`config.mk`:
```
export PLATFORM = sky130hd
export DESIGN_NAME = wb_bus_arbiter
export DESIGN_NICKNAME = d
export VERILOG_FILES = /design/src/rtl/wb_bus_arbiter.sv
export SDC_FILE = /design/constraint.sdc
export NUM_CORES = 1
export LEC_CHECK = 0
export CAP_MARGIN = 20
export CORE_AREA = 4 4 109 111
export CTS_BUF_LIST = sky130_fd_sc_hd__clkbuf_8
export CTS_CLUSTER_SIZE = 20
export DETAILED_ROUTE_END_ITERATION = 10
export DIE_AREA = 0 0 113 115
export PLACE_DENSITY = 0.65
export SYNTH_ARGS = -nofsm -noshare
export SYNTH_HDL_FRONTEND = slang
export SYNTH_SLANG_ARGS = --single-unit
```
`constraint.sdc`:
```
create_clock -name clk_i -period 1.3 [get_ports clk_i]
set_clock_uncertainty 0.1 [all_clocks]
set_input_delay 0.195 -clock clk_i [delete_from_list [all_inputs] [get_ports clk_i]]
set_output_delay 0.195 -clock clk_i [all_outputs]
set_load 0.02 [all_outputs]
```
`src/rtl/wb_bus_arbiter.sv`:
```
// wb_bus_arbiter: N-master to 1-slave Wishbone arbiter with cyc-locked grants,
// round-robin or fixed-priority selection and an optional stall watchdog.
module wb_bus_arbiter #(
  parameter int NMASTERS = 2,
  parameter int AWIDTH   = 32,
  parameter int DWIDTH   = 32,
  parameter int RR_MODE  = 1,
  parameter int TIMEOUT  = 0
) (
  input  logic                             clk_i,
  input  logic                             rst_i,
  input  logic [NMASTERS-1:0]              m_cyc_i,
  input  logic [NMASTERS-1:0]              m_stb_i,
  input  logic [NMASTERS-1:0]              m_we_i,
  input  logic [NMASTERS*(DWIDTH/8)-1:0]   m_sel_i,
  input  logic [NMASTERS*AWIDTH-1:0]       m_adr_i,
  input  logic [NMASTERS*DWIDTH-1:0]       m_dat_i,
  output logic [DWIDTH-1:0]                m_dat_o,
  output logic [NMASTERS-1:0]              m_ack_o,
  output logic [NMASTERS-1:0]              m_err_o,
  output logic                             s_cyc_o,
  output logic                             s_stb_o,
  output logic                             s_we_o,
  output logic [(DWIDTH/8)-1:0]            s_sel_o,
  output logic [AWIDTH-1:0]                s_adr_o,
  output logic [DWIDTH-1:0]                s_dat_o,
  input  logic [DWIDTH-1:0]                s_dat_i,
  input  logic                             s_ack_i,
  input  logic                             s_err_i,
  output logic [NMASTERS-1:0]              grant_o,
  output logic                             busy_o
);

  localparam int SWIDTH = DWIDTH / 8;
  localparam int IW     = $clog2(NMASTERS);
  localparam int CW     = (TIMEOUT > 1) ? $clog2(TIMEOUT + 1) : 1;

  typedef enum logic [1:0] {
    ST_IDLE,
    ST_OWNED,
    ST_RELEASE
  } state_t;

  state_t              state_q, state_d;
  logic [NMASTERS-1:0] grant_q, grant_d;
  logic [IW-1:0]       last_q,  last_d;
  logic [CW-1:0]       cnt_q,   cnt_d;
  logic [NMASTERS-1:0] err_q,   err_d;

  logic                win_found;
  logic [IW-1:0]       win_idx;
  logic [IW-1:0]       cand;
  logic [IW-1:0]       own_idx;
  logic                stall;
  logic                expire;

  // Winner search: round-robin starts just after the last winner, fixed priority at index 0.
  always_comb begin
    win_found = 1'b0;
    win_idx   = '0;
    cand      = '0;
    for (int unsigned off = 0; off < NMASTERS; off++) begin
      if (RR_MODE != 0) begin
        cand = IW'((32'(last_q) + off + 1) % NMASTERS);
      end else begin
        cand = IW'(off);
      end
      if (!win_found && m_cyc_i[cand]) begin
        win_found = 1'b1;
        win_idx   = cand;
      end
    end
  end

  // Encode the one-hot grant into the owner index used by the slave mux.
  always_comb begin
    own_idx = '0;
    for (int unsigned i = 0; i < NMASTERS; i++) begin
      if (grant_q[i]) begin
        own_idx = IW'(i);
      end
    end
  end

  // A stalled beat is an owned strobe that the slave neither acks nor errors; an ack on
  // the last allowed cycle therefore never expires.
  assign stall  = (state_q == ST_OWNED) && s_stb_o && !s_ack_i && !s_err_i;
  assign expire = (TIMEOUT != 0) && stall && (int'(cnt_q) == TIMEOUT - 1);

  // Next-state: arbitrate when idle/released or when the owner drops cyc; watchdog expiry
  // forces a one-cycle release with a registered error to the stalled owner.
  always_comb begin
    state_d = state_q;
    grant_d = grant_q;
    last_d  = last_q;
    cnt_d   = '0;
    err_d   = '0;
    case (state_q)
      ST_IDLE, ST_RELEASE: begin
        grant_d = '0;
        state_d = ST_IDLE;
        if (win_found) begin
          grant_d[win_idx] = 1'b1;
          last_d           = win_idx;
          state_d          = ST_OWNED;
        end
      end
      ST_OWNED: begin
        if (!m_cyc_i[own_idx]) begin
          grant_d = '0;
          state_d = ST_IDLE;
          if (win_found) begin
            grant_d[win_idx] = 1'b1;
            last_d           = win_idx;
            state_d          = ST_OWNED;
          end
        end else if (expire) begin
          err_d   = grant_q;
          grant_d = '0;
          state_d = ST_RELEASE;
        end else if (stall && (TIMEOUT != 0)) begin
          cnt_d = cnt_q + 1'b1;
        end
      end
      default: begin
        grant_d = '0;
        state_d = ST_IDLE;
      end
    endcase
  end

  // State registers; reset parks the round-robin pointer so master 0 wins first.
  always_ff @(posedge clk_i or negedge rst_i) begin
    if (!rst_i) begin
      state_q <= ST_IDLE;
      grant_q <= '0;
      last_q  <= IW'(NMASTERS - 1);
      cnt_q   <= '0;
      err_q   <= '0;
    end else begin
      state_q <= state_d;
      grant_q <= grant_d;
      last_q  <= last_d;
      cnt_q   <= cnt_d;
      err_q   <= err_d;
    end
  end

  // Slave-side mux and per-master response routing; everything is zero without an owner.
  always_comb begin
    s_cyc_o = 1'b0;
    s_stb_o = 1'b0;
    s_we_o  = 1'b0;
    s_sel_o = '0;
    s_adr_o = '0;
    s_dat_o = '0;
    if (state_q == ST_OWNED) begin
      s_cyc_o = m_cyc_i[own_idx];
      s_stb_o = m_stb_i[own_idx];
      s_we_o  = m_we_i[own_idx];
      s_sel_o = m_sel_i[32'(own_idx) * SWIDTH +: SWIDTH];
      s_adr_o = m_adr_i[32'(own_idx) * AWIDTH +: AWIDTH];
      s_dat_o = m_dat_i[32'(own_idx) * DWIDTH +: DWIDTH];
    end
    m_ack_o = grant_q & {NMASTERS{s_ack_i}};
    m_err_o = (grant_q & {NMASTERS{s_err_i}}) | err_q;
  end

  assign m_dat_o = s_dat_i;
  assign grant_o = grant_q;
  assign busy_o  = |grant_q;

endmodule

```
==> flow_metrics.py, run 1 <==
metrics = {
    "die": {
        "die_w_um": 113,
        "design.core.area_um2": 10800,
        "die_height_um": 115,
        "row_count": 38,
        "num_io_pins": 288,
        "dieArea_um2": 13000,
        "initial_utilization": 0.164,
    },
    "place": {
        "io_buffers": 223,
        "globalplace.congestion": 0.814,
        "dpl.cell_count": 539,
        "dp_hpwl_mm": 6.75,
        "place_area_um2": 4120,
    },
    "timing": {
        "finalHoldViolCount": 0,
        "hold-worst-slack_ps": 87.9,
        "fmax_ghz": 0.544,
        "worst-slew-pin-transition_ps": 178,
        "fin_ws_ps": -539,
        "finalSetupViolCount": 78,
        "timing.setup.tns_ps": -35520,
        "min_period_ps": 1840,
        "drv_slew": 0,
        "rsz0062_at_grt": "true",
        "relSlewSlack": 0.878,
        "post-route-period-util": 1.41,
    },
    "synth": {
        "synth.ff_latch_count": 4,
        "seq_area_frac_synth": 0.0572,
        "yosys_warnings": 0,
        "synthesis.nets": 392,
        "synth_area_um2": 1770,
        "syn_inst": 214,
        "syn_avg_cell_area_um2": 8.28,
        "synth_cell_types": 22,
    },
    "clock_network": {
        "numCtsBuffers": 3,
        "cts_tree": "built",
        "clock_latency_ps": 220,
        "clk_transition_reported_paths_ps": 30,
        "clock_sinks": 4,
        "hold_buffers": 0,
        "clockBufferDepth": 2,
        "htreeDepth": 1,
        "cts_root_buf": "clkbuf_8",
    },
    "setup_path": {
        "r2r_start": "state_q[0]",
        "critPathRequiredTime_ps": 1000,
        "r2r_end": "grant_o[0]",
        "end_kind": "primary output",
        "cp_data_arrival_time_ps": 1540,
        "rr_worst_depth": 5,
        "path_class": "flop to primary output",
        "startpoint": "grant_o[1]",
        "crit_path_max_fanout": 8,
        "endpoint": "s_dat_o[31]",
        "start_kind": "flop",
        "r2r_slack_ps": -140,
    },
    "power": {
        "internal_power_w": 0.00172,
        "power_switching_w": 0.00100,
        "peakVddDrop_uv": 324,
        "power_frac_clock": 0.100,
        "power_frac_seq": 0.063,
        "swShare": 0.368,
        "power_density_nw_per_um2": 569,
        "power.total_w": 0.00273,
        "pwr-share-comb": 0.837,
        "power.leakage_nw": 2.04,
    },
    "min_path": {
        "min_path_type": "input port to asynchronous set/reset pin",
    },
    "layout": {
        "final_cell_area_um2": 4790,
        "mostFrequentLayoutCells": "145 x clkdlybuf4s50_1, 71 x nor2b_2, 69 x buf_6",
        "final_cells": 571,
        "antenna_cells": 0,
        "layout-drive-gt1-share": 0.529,
        "nNetsFinal": 610,
        "layout_commonest_cell": "clkdlybuf4s50_1",
        "syn2layout_area_growth_pct": 170,
    },
    "detailed_routing": {
        "vias": 2334,
        "wl_mm": 9.47,
        "firstDrtPassIters": 4,
        "routedWlPerCell_um": 16.6,
        "drcViolationCount": 0,
        "ant_nets": 0,
        "drt-initial-drc-count": 63,
        "vias_per_cell": 4.09,
    },
    "run": {
        "drv_cap": 0,
    },
    "global_routing": {
        "overflow": 0,
        "antenna_found_initial": 0,
        "grt.total_usage": 0.117,
        "grt_pass1_wl_mm": 12.3,
        "grt_max_degree": 37,
        "grt_pass1_vias": 2387,
    },
    "run_status": {
        "violations": "setup timing",
        "status": "finished, violations left",
    },
}
==> power groups by stage <==
stage	clock, W	sequential [W]	combinational (W)
finish	0.000272	0.000172	0.00228
global route	0.000295	0.000175	0.00240
CTS	0.000282	0.000178	0.00188
detailed placement	0	0.000176	0.00189
global placement	0	0.000173	0.00187
floorplan	0	0.000169	0.00106
==> final cells by class <==
type,count,area (um^2)
Fill cell,1042,6000
Multi-Input combinational cell,159,1600
Sequential cell,4,106
Clock inverter,1,3.75
Timing Repair Buffer,263,2860
Inverter,1,3.75
Clock buffer,3,41.3
Tap cell,140,175
==> per-layer routing <==
layer,global-route usage,share of wire,up-vias
li1,-,-,1114
met1,0.115,0.36,1066
met2,0.233,0.54,144
met3,0.0447,0.10,10
met4,0.0192,0.0063,0
met5,0,0,-
==> critical path, stage by stage, from the launching register on <==
cell and delay, ps:
dfrtp_4 480, buf_6 150, clkbuf_16 170, buf_6 120, mux2i_2 140, nor2b_2 130
buf_6 120
==> how the worst min path moves through the flow <==
| stage | slack [ps] | to | cells after the start |
|---|---|---|---|
| after floorplan | -200 | grant_o[0] | 0 |
| after global placement | 290 | m_dat_o[20] | 0 |
| after detailed placement | 290 | m_dat_o[20] | 0 |
| after CTS | 100 | grant_o[1] | 1 |
| after global routing | 100 | grant_o[1] | 1 |
| final | 90 | grant_o[1] | 1 |
==> sequential cells by signal, indices dropped and copies added (netlist names) <==
name     flops
grant_o      2
last_q       1
state_q      1
==> cells in the mapped netlist <==
library cell / count / share of area
o21a_1: 1 / 0.0042
and2_1: 4 / 0.014
dfstp_2: 1 / 0.015
o221ai_1: 1 / 0.0049
nand2_1: 1 / 0.0021
inv_1: 1 / 0.0021
buf_6: 2 / 0.013
clkbuf_1: 7 / 0.015
nor2b_1: 72 / 0.25
or2_2: 1 / 0.0035
o21ai_0: 1 / 0.0028
mux2i_1: 71 / 0.40
dfrtp_1: 3 / 0.042
and2_4: 1 / 0.0049
buf_8: 4 / 0.034
buf_4: 37 / 0.16
or2_1: 1 / 0.0035
a221oi_2: 1 / 0.0085
a21oi_2: 1 / 0.0049
nand2_2: 1 / 0.0035
a32o_1: 1 / 0.0056
xor2_1: 1 / 0.0049
==> cell families after synthesis <==
family | after synthesis | synth area share
compound gates | 6 | 0.0310
mux | 71 | 0.401
simple gates | 81 | 0.286
buf+inv | 51 | 0.220
xor+xnor | 1 | 0.00494
flops | 4 | 0.0572
==> what timing repair did <==
action                     4_1_cts  5_1_grt
gates resized for setup        283      212
pin swaps                        1        2
gates cloned                     2        6
setup endpoints to repair       81       78
buffers inserted                 4       18
==> stage by stage <==
step	utilization	setup slack, ps
6_report	0.444	-539
5_1_grt	0.444	-596
4_1_cts	0.390	-635
3_5_place_dp	0.382	-635
3_3_place_gp	0.382	-619
2_1_floorplan	-	-113
Power figures use the tool's default switching activity.
==> run 2: changes to the inputs <==
SKIP_LAST_GASP = 1   (was not set)
==> run 2 against run 1 <==
The run still ends with setup timing left. Global-route usage is essentially flat. Clock power is essentially flat. Non-clock buffer count down 13. Critical path depth down 1. Via count shrank 3.5%. Clock-buffer cell count unchanged. Sequential power barely moved. Worst setup slack gained 81 ps. Worst hold slack worse by 2.8 ps. Critical path type unchanged.
==> flow_metrics.py, run 2 (synthesized netlist as in run 1, its figures left out) <==
metrics = {
    "place": {
        "dp_hpwl_mm": 6.75,
        "globalplace.congestion": 0.814,
        "io_buffers": 223,
        "place_ws_ps": -635,
    },
    "detailed_routing": {
        "ant_nets": 0,
        "wl_mm": 9.18,
        "drt-initial-drc-count": 46,
        "vias_per_cell": 4.04,
        "routedWlPerCell_um": 16.5,
        "drcViolationCount": 0,
        "firstDrtPassIters": 4,
        "vias": 2253,
    },
    "timing": {
        "finalSetupViolCount": 78,
        "fin_ws_ps": -458,
        "post-route-period-util": 1.35,
        "timing.setup.tns_ps": -30770,
        "fmax_ghz": 0.569,
        "relSlewSlack": 0.878,
        "worst-slew-pin-transition_ps": 178,
        "min_period_ps": 1760,
        "drv_slew": 0,
        "rsz0062_at_grt": "true",
        "finalHoldViolCount": 0,
    },
    "setup_path": {
        "crit_path_max_fanout": 9,
        "worstPathCellList": "buf_4, buf_16, mux2i_4, nor2b_2, buf_6",
        "start_kind": "flop",
        "end_kind": "primary output",
        "cpMaxStageDelayCell": "dfrtp_4",
        "r2r_slack_ps": -200,
        "path_class": "flop to primary output",
        "rr_worst_depth": 6,
        "critPathRequiredTime_ps": 1000,
        "crit_path_max_incr_delay_ps": 480,
        "r2r_start": "grant_o[1]",
        "crit_family": "flip-flops",
        "r2r_end": "grant_o[0]",
        "cp_data_arrival_time_ps": 1460,
        "crit_buf_inv": 3,
    },
    "power": {
        "power.leakage_nw": 1.91,
        "power_frac_seq": 0.069,
        "power_frac_clock": 0.109,
        "internal_power_w": 0.00155,
        "swShare": 0.379,
        "power_switching_w": 0.000951,
        "peakVddDrop_uv": 334,
        "pwr-share-comb": 0.823,
        "power_density_nw_per_um2": 565,
    },
    "layout": {
        "layout-drive-gt1-share": 0.505,
        "antenna_cells": 0,
        "nNetsFinal": 597,
        "largest_reg_flops": 2,
        "syn2layout_area_growth_pct": 150,
        "final_util": 0.411,
        "mostFrequentLayoutCells": "145 x clkdlybuf4s50_1, 71 x nor2b_2, 52 x buf_4",
        "layout_commonest_cell": "clkdlybuf4s50_1",
    },
    "die": {
        "design.core.area_um2": 10800,
        "dieArea_um2": 13000,
        "num_io_pins": 288,
        "die_height_um": 115,
        "row_count": 38,
        "die_w_um": 113,
        "initial_utilization": 0.164,
    },
    "run": {
        "drv_cap": 0,
    },
    "run_status": {
        "status": "finished, violations left",
        "violations": "setup timing",
    },
    "global_routing": {
        "overflow": 0,
        "grtUsageMet3": 0.0432,
        "grt_max_degree": 37,
        "grt.total_usage": 0.117,
        "grt_pass1_wl_mm": 12.3,
        "busiest_layer": "met2",
        "grt_pass1_vias": 2377,
        "met2_usage": 0.233,
        "met1_usage": 0.116,
        "antenna_found_initial": 0,
    },
    "clock_network": {
        "clk_transition_reported_paths_ps": 30,
        "clock_latency_ps": 220,
        "htreeDepth": 1,
        "clock_sinks": 4,
        "numCtsBuffers": 3,
        "cts_root_buf": "clkbuf_8",
        "clockBufferDepth": 2,
        "hold_buffers": 0,
        "cts_tree": "built",
    },
    "min_path": {
        "min_path_type": "input port to asynchronous set/reset pin",
    },
}
==> run 2: cell types whose count changed in the layout (fill, tap and decap cells not counted), sizes merged <==
cell	previous run	this run
buf	111	98
==> run 2: final cells by class <==
| type | instances | area [um^2] |
|---|---|---|
| sequential | 4 | 106 |
| fill | 1088 | 6360 |
| tap | 140 | 175 |
| timing repair buffer | 250 | 2520 |
| clock buffer | 3 | 41.3 |
| multi-input combinational | 159 | 1580 |
| inverter | 1 | 3.75 |
| clock inverter | 1 | 3.75 |
==> run 2: repair_timing <==
action | CTS | global route
endpoints found under the hold margin | 0 | 0
resized for setup | 137 | 305
gates cloned | 2 | 5
buffers inserted | 4 | 6
pin swaps | 1 | 2
endpoints found under the setup margin | 81 | 78
==> run 2: worst max path at each step <==
| stage | slack, ps | endpoint | from | cells after the start |
|---|---|---|---|---|
| after floorplan | -110 | s_adr_o[0] | grant_o[1] | 5 |
| after global placement | -620 | s_adr_o[25] | grant_o[1] | 4 |
| after detailed placement | -630 | s_adr_o[31] | grant_o[1] | 4 |
| after CTS | -630 | s_adr_o[25] | grant_o[1] | 4 |
| after global routing | -500 | s_adr_o[25] | grant_o[1] | 5 |
| final | -460 | s_adr_o[25] | grant_o[1] | 5 |
==> run 2: per-layer routing <==
metal | wire length [um] | vias to the layer above
li1 | - | 1089
met1 | 3220 | 1018
met2 | 4990 | 136
met3 | 908 | 10
met4 | 60 | 0
met5 | 0 | -
==> run 2: per-stage QoR <==
step	hold slack (ps)	instance area (um^2)	total power [W]	cells
after global routing	99.2	4430	0.00265	558
after CTS	96.4	4210	0.00227	548
final	85.1	4430	0.00251	558
after global placement	290	4120	0.00205	539
after detailed placement	290	4120	0.00207	539
after floorplan	-201	1950	0.00123	214
==> run 2: power groups by stage <==
stage	registers [W]	logic [W]	clock network, W
finish	0.000172	0.00206	0.000272
global placement	0.000173	0.00187	0
detailed placement	0.000176	0.00189	0
floorplan	0.000169	0.00106	0
global route	0.000176	0.00218	0.000295
CTS	0.000178	0.00181	0.000282
==> run 3: changes to the inputs <==
==> constraint.sdc (replaced) <==
create_clock -name clk_i -period 1.3 [get_ports clk_i]
set_clock_uncertainty 0.1 [all_clocks]
set_input_delay 0.325 -clock clk_i [delete_from_list [all_inputs] [get_ports clk_i]]
set_output_delay 0.325 -clock clk_i [all_outputs]
set_load 0.02 [all_outputs]
==> run 3 against run 2 <==
The run still ends with setup timing left. Clock power barely moved. First-iteration DRC count decreased by 43%. Final cell count grew 0.36%. Fmax fell by 8.3%. Sequential share of layout area barely moved. Core utilization hardly changed. Clock-buffer cell count stayed put. Critical path type unchanged. Critical endpoint is now s_adr_o[15]. Largest cell class unchanged. Largest power group unchanged.
==> flow_metrics.py, run 3 (synthesized netlist as in run 1, its figures left out) <==
metrics = {
    "run_status": {
        "status": "finished, violations left",
        "violations": "setup timing",
    },
    "layout": {
        "largest_reg_flops": 2,
        "layout_commonest_cell": "clkdlybuf4s50_1",
        "layout-drive-gt1-share": 0.517,
        "final_cells": 560,
        "nNetsFinal": 599,
        "antenna_cells": 0,
        "mostFrequentLayoutCells": "143 x clkdlybuf4s50_1, 71 x nor2b_2, 57 x buf_4",
        "syn2layout_area_growth_pct": 150,
    },
    "die": {
        "dieArea_um2": 13000,
        "die_height_um": 115,
        "die_w_um": 113,
        "row_count": 38,
        "initial_utilization": 0.164,
        "design.core.area_um2": 10800,
        "num_io_pins": 288,
    },
    "detailed_routing": {
        "vias": 2351,
        "ant_nets": 0,
        "wl_mm": 9.01,
        "routedWlPerCell_um": 16.1,
        "drt-initial-drc-count": 26,
        "drcViolationCount": 0,
        "firstDrtPassIters": 4,
        "vias_per_cell": 4.20,
    },
    "place": {
        "dpl.cell_count": 536,
        "place_ws_ps": -805,
        "dp_hpwl_mm": 6.67,
        "globalplace.congestion": 0.811,
        "io_buffers": 223,
    },
    "clock_network": {
        "clk_transition_reported_paths_ps": 40,
        "clock_sinks": 4,
        "hold_buffers": 0,
        "clock_latency_ps": 220,
        "htreeDepth": 1,
        "cts_root_buf": "clkbuf_8",
        "numCtsBuffers": 3,
        "cts_tree": "built",
        "clockBufferDepth": 2,
    },
    "setup_path": {
        "r2r_start": "grant_o[1]",
        "crit_top_cell": "buf_12",
        "crit_path_max_fanout": 6,
        "r2r_end": "grant_o[0]",
        "start_kind": "flop",
        "critPathRequiredTime_ps": 880,
        "path_class": "flop to primary output",
        "crit_path_max_incr_delay_ps": 480,
        "rr_worst_depth": 5,
        "worstPathCellList": "buf_12, buf_12, buf_8, mux2i_2, nor2b_2, buf_6",
        "end_kind": "primary output",
        "startpoint": "grant_o[1]",
        "cp_data_arrival_time_ps": 1490,
        "r2r_slack_ps": -170,
        "cpMaxStageDelayCell": "dfrtp_4",
    },
    "timing": {
        "hold-worst-slack_ps": 207,
        "drv_slew": 0,
        "rsz0062_at_grt": "true",
        "fin_ws_ps": -617,
        "min_period_ps": 1920,
        "post-route-period-util": 1.47,
        "timing.setup.tns_ps": -41500,
        "finalHoldViolCount": 0,
        "finalSetupViolCount": 81,
        "relSlewSlack": 0.842,
        "worst-slew-pin-transition_ps": 238,
        "fmax_ghz": 0.522,
    },
    "global_routing": {
        "grt_pass1_vias": 2400,
        "grt_max_degree": 27,
        "antenna_found_initial": 0,
        "grt.total_usage": 0.109,
        "grt_pass1_wl_mm": 11.6,
        "overflow": 0,
    },
    "power": {
        "power_density_nw_per_um2": 567,
        "peakVddDrop_uv": 272,
        "power.leakage_nw": 1.91,
    },
    "min_path": {
        "min_path_type": "input port to asynchronous set/reset pin",
    },
    "run": {
        "drv_cap": 0,
    },
}
run 3: layout make-up:
cell class / instances / area (um^2)
Fill cell: 1088 / 6360
Timing Repair Buffer: 252 / 2540
Multi-Input combinational cell: 159 / 1560
Tap cell: 140 / 175
Sequential cell: 4 / 106
Clock buffer: 3 / 41.3
Clock inverter: 1 / 3.75
Inverter: 1 / 3.75
run 3: worst max-delay path by stage:
stage                             end  depth (start not counted)
final                     s_adr_o[15]                          6
after global routing      s_adr_o[15]                          6
after CTS                      s_we_o                          4
after detailed placement  s_dat_o[18]                          4
after global placement    s_dat_o[18]                          4
after floorplan            s_adr_o[0]                          5
run 3: through the flow:
stage	cell area [um^2]	utilization	power [W]
2_1_floorplan	1960	-	0.00123
3_3_place_gp	4130	0.382	0.00205
3_5_place_dp	4130	0.382	0.00207
4_1_cts	4160	0.385	0.00229
5_1_grt	4430	0.411	0.00265
6_report	4430	0.411	0.00251
run 3: repair_timing:
item                                    CTS  global route
cloned                                    1             8
endpoints found under the setup margin   81            80
pin swaps                                 0             2
resized for setup                       237           205
setup buffers                             6             6
endpoints found under the hold margin     0             0
run 3: report_power, final:
group          switching, W  total (W)  internal, W
registers         0.0000226   0.000172     0.000149
clock network     0.0000676   0.000269     0.000202
logic              0.000853    0.00207      0.00122
run 3: routing by layer:
metal  up-vias  wire length [um]  global-route usage
met5         -                 0                   0
met4         0               163              0.0321
met3        16               906              0.0400
met2       159              4910               0.223
met1      1078              3020              0.0993
li1       1098                 -                   -
run 3: critical path, delay by kind of cell (launching register included):
family        cells  cell delay [ps]
buf+inv           4              540
flops             1              480
mux               1              140
simple gates      1              120
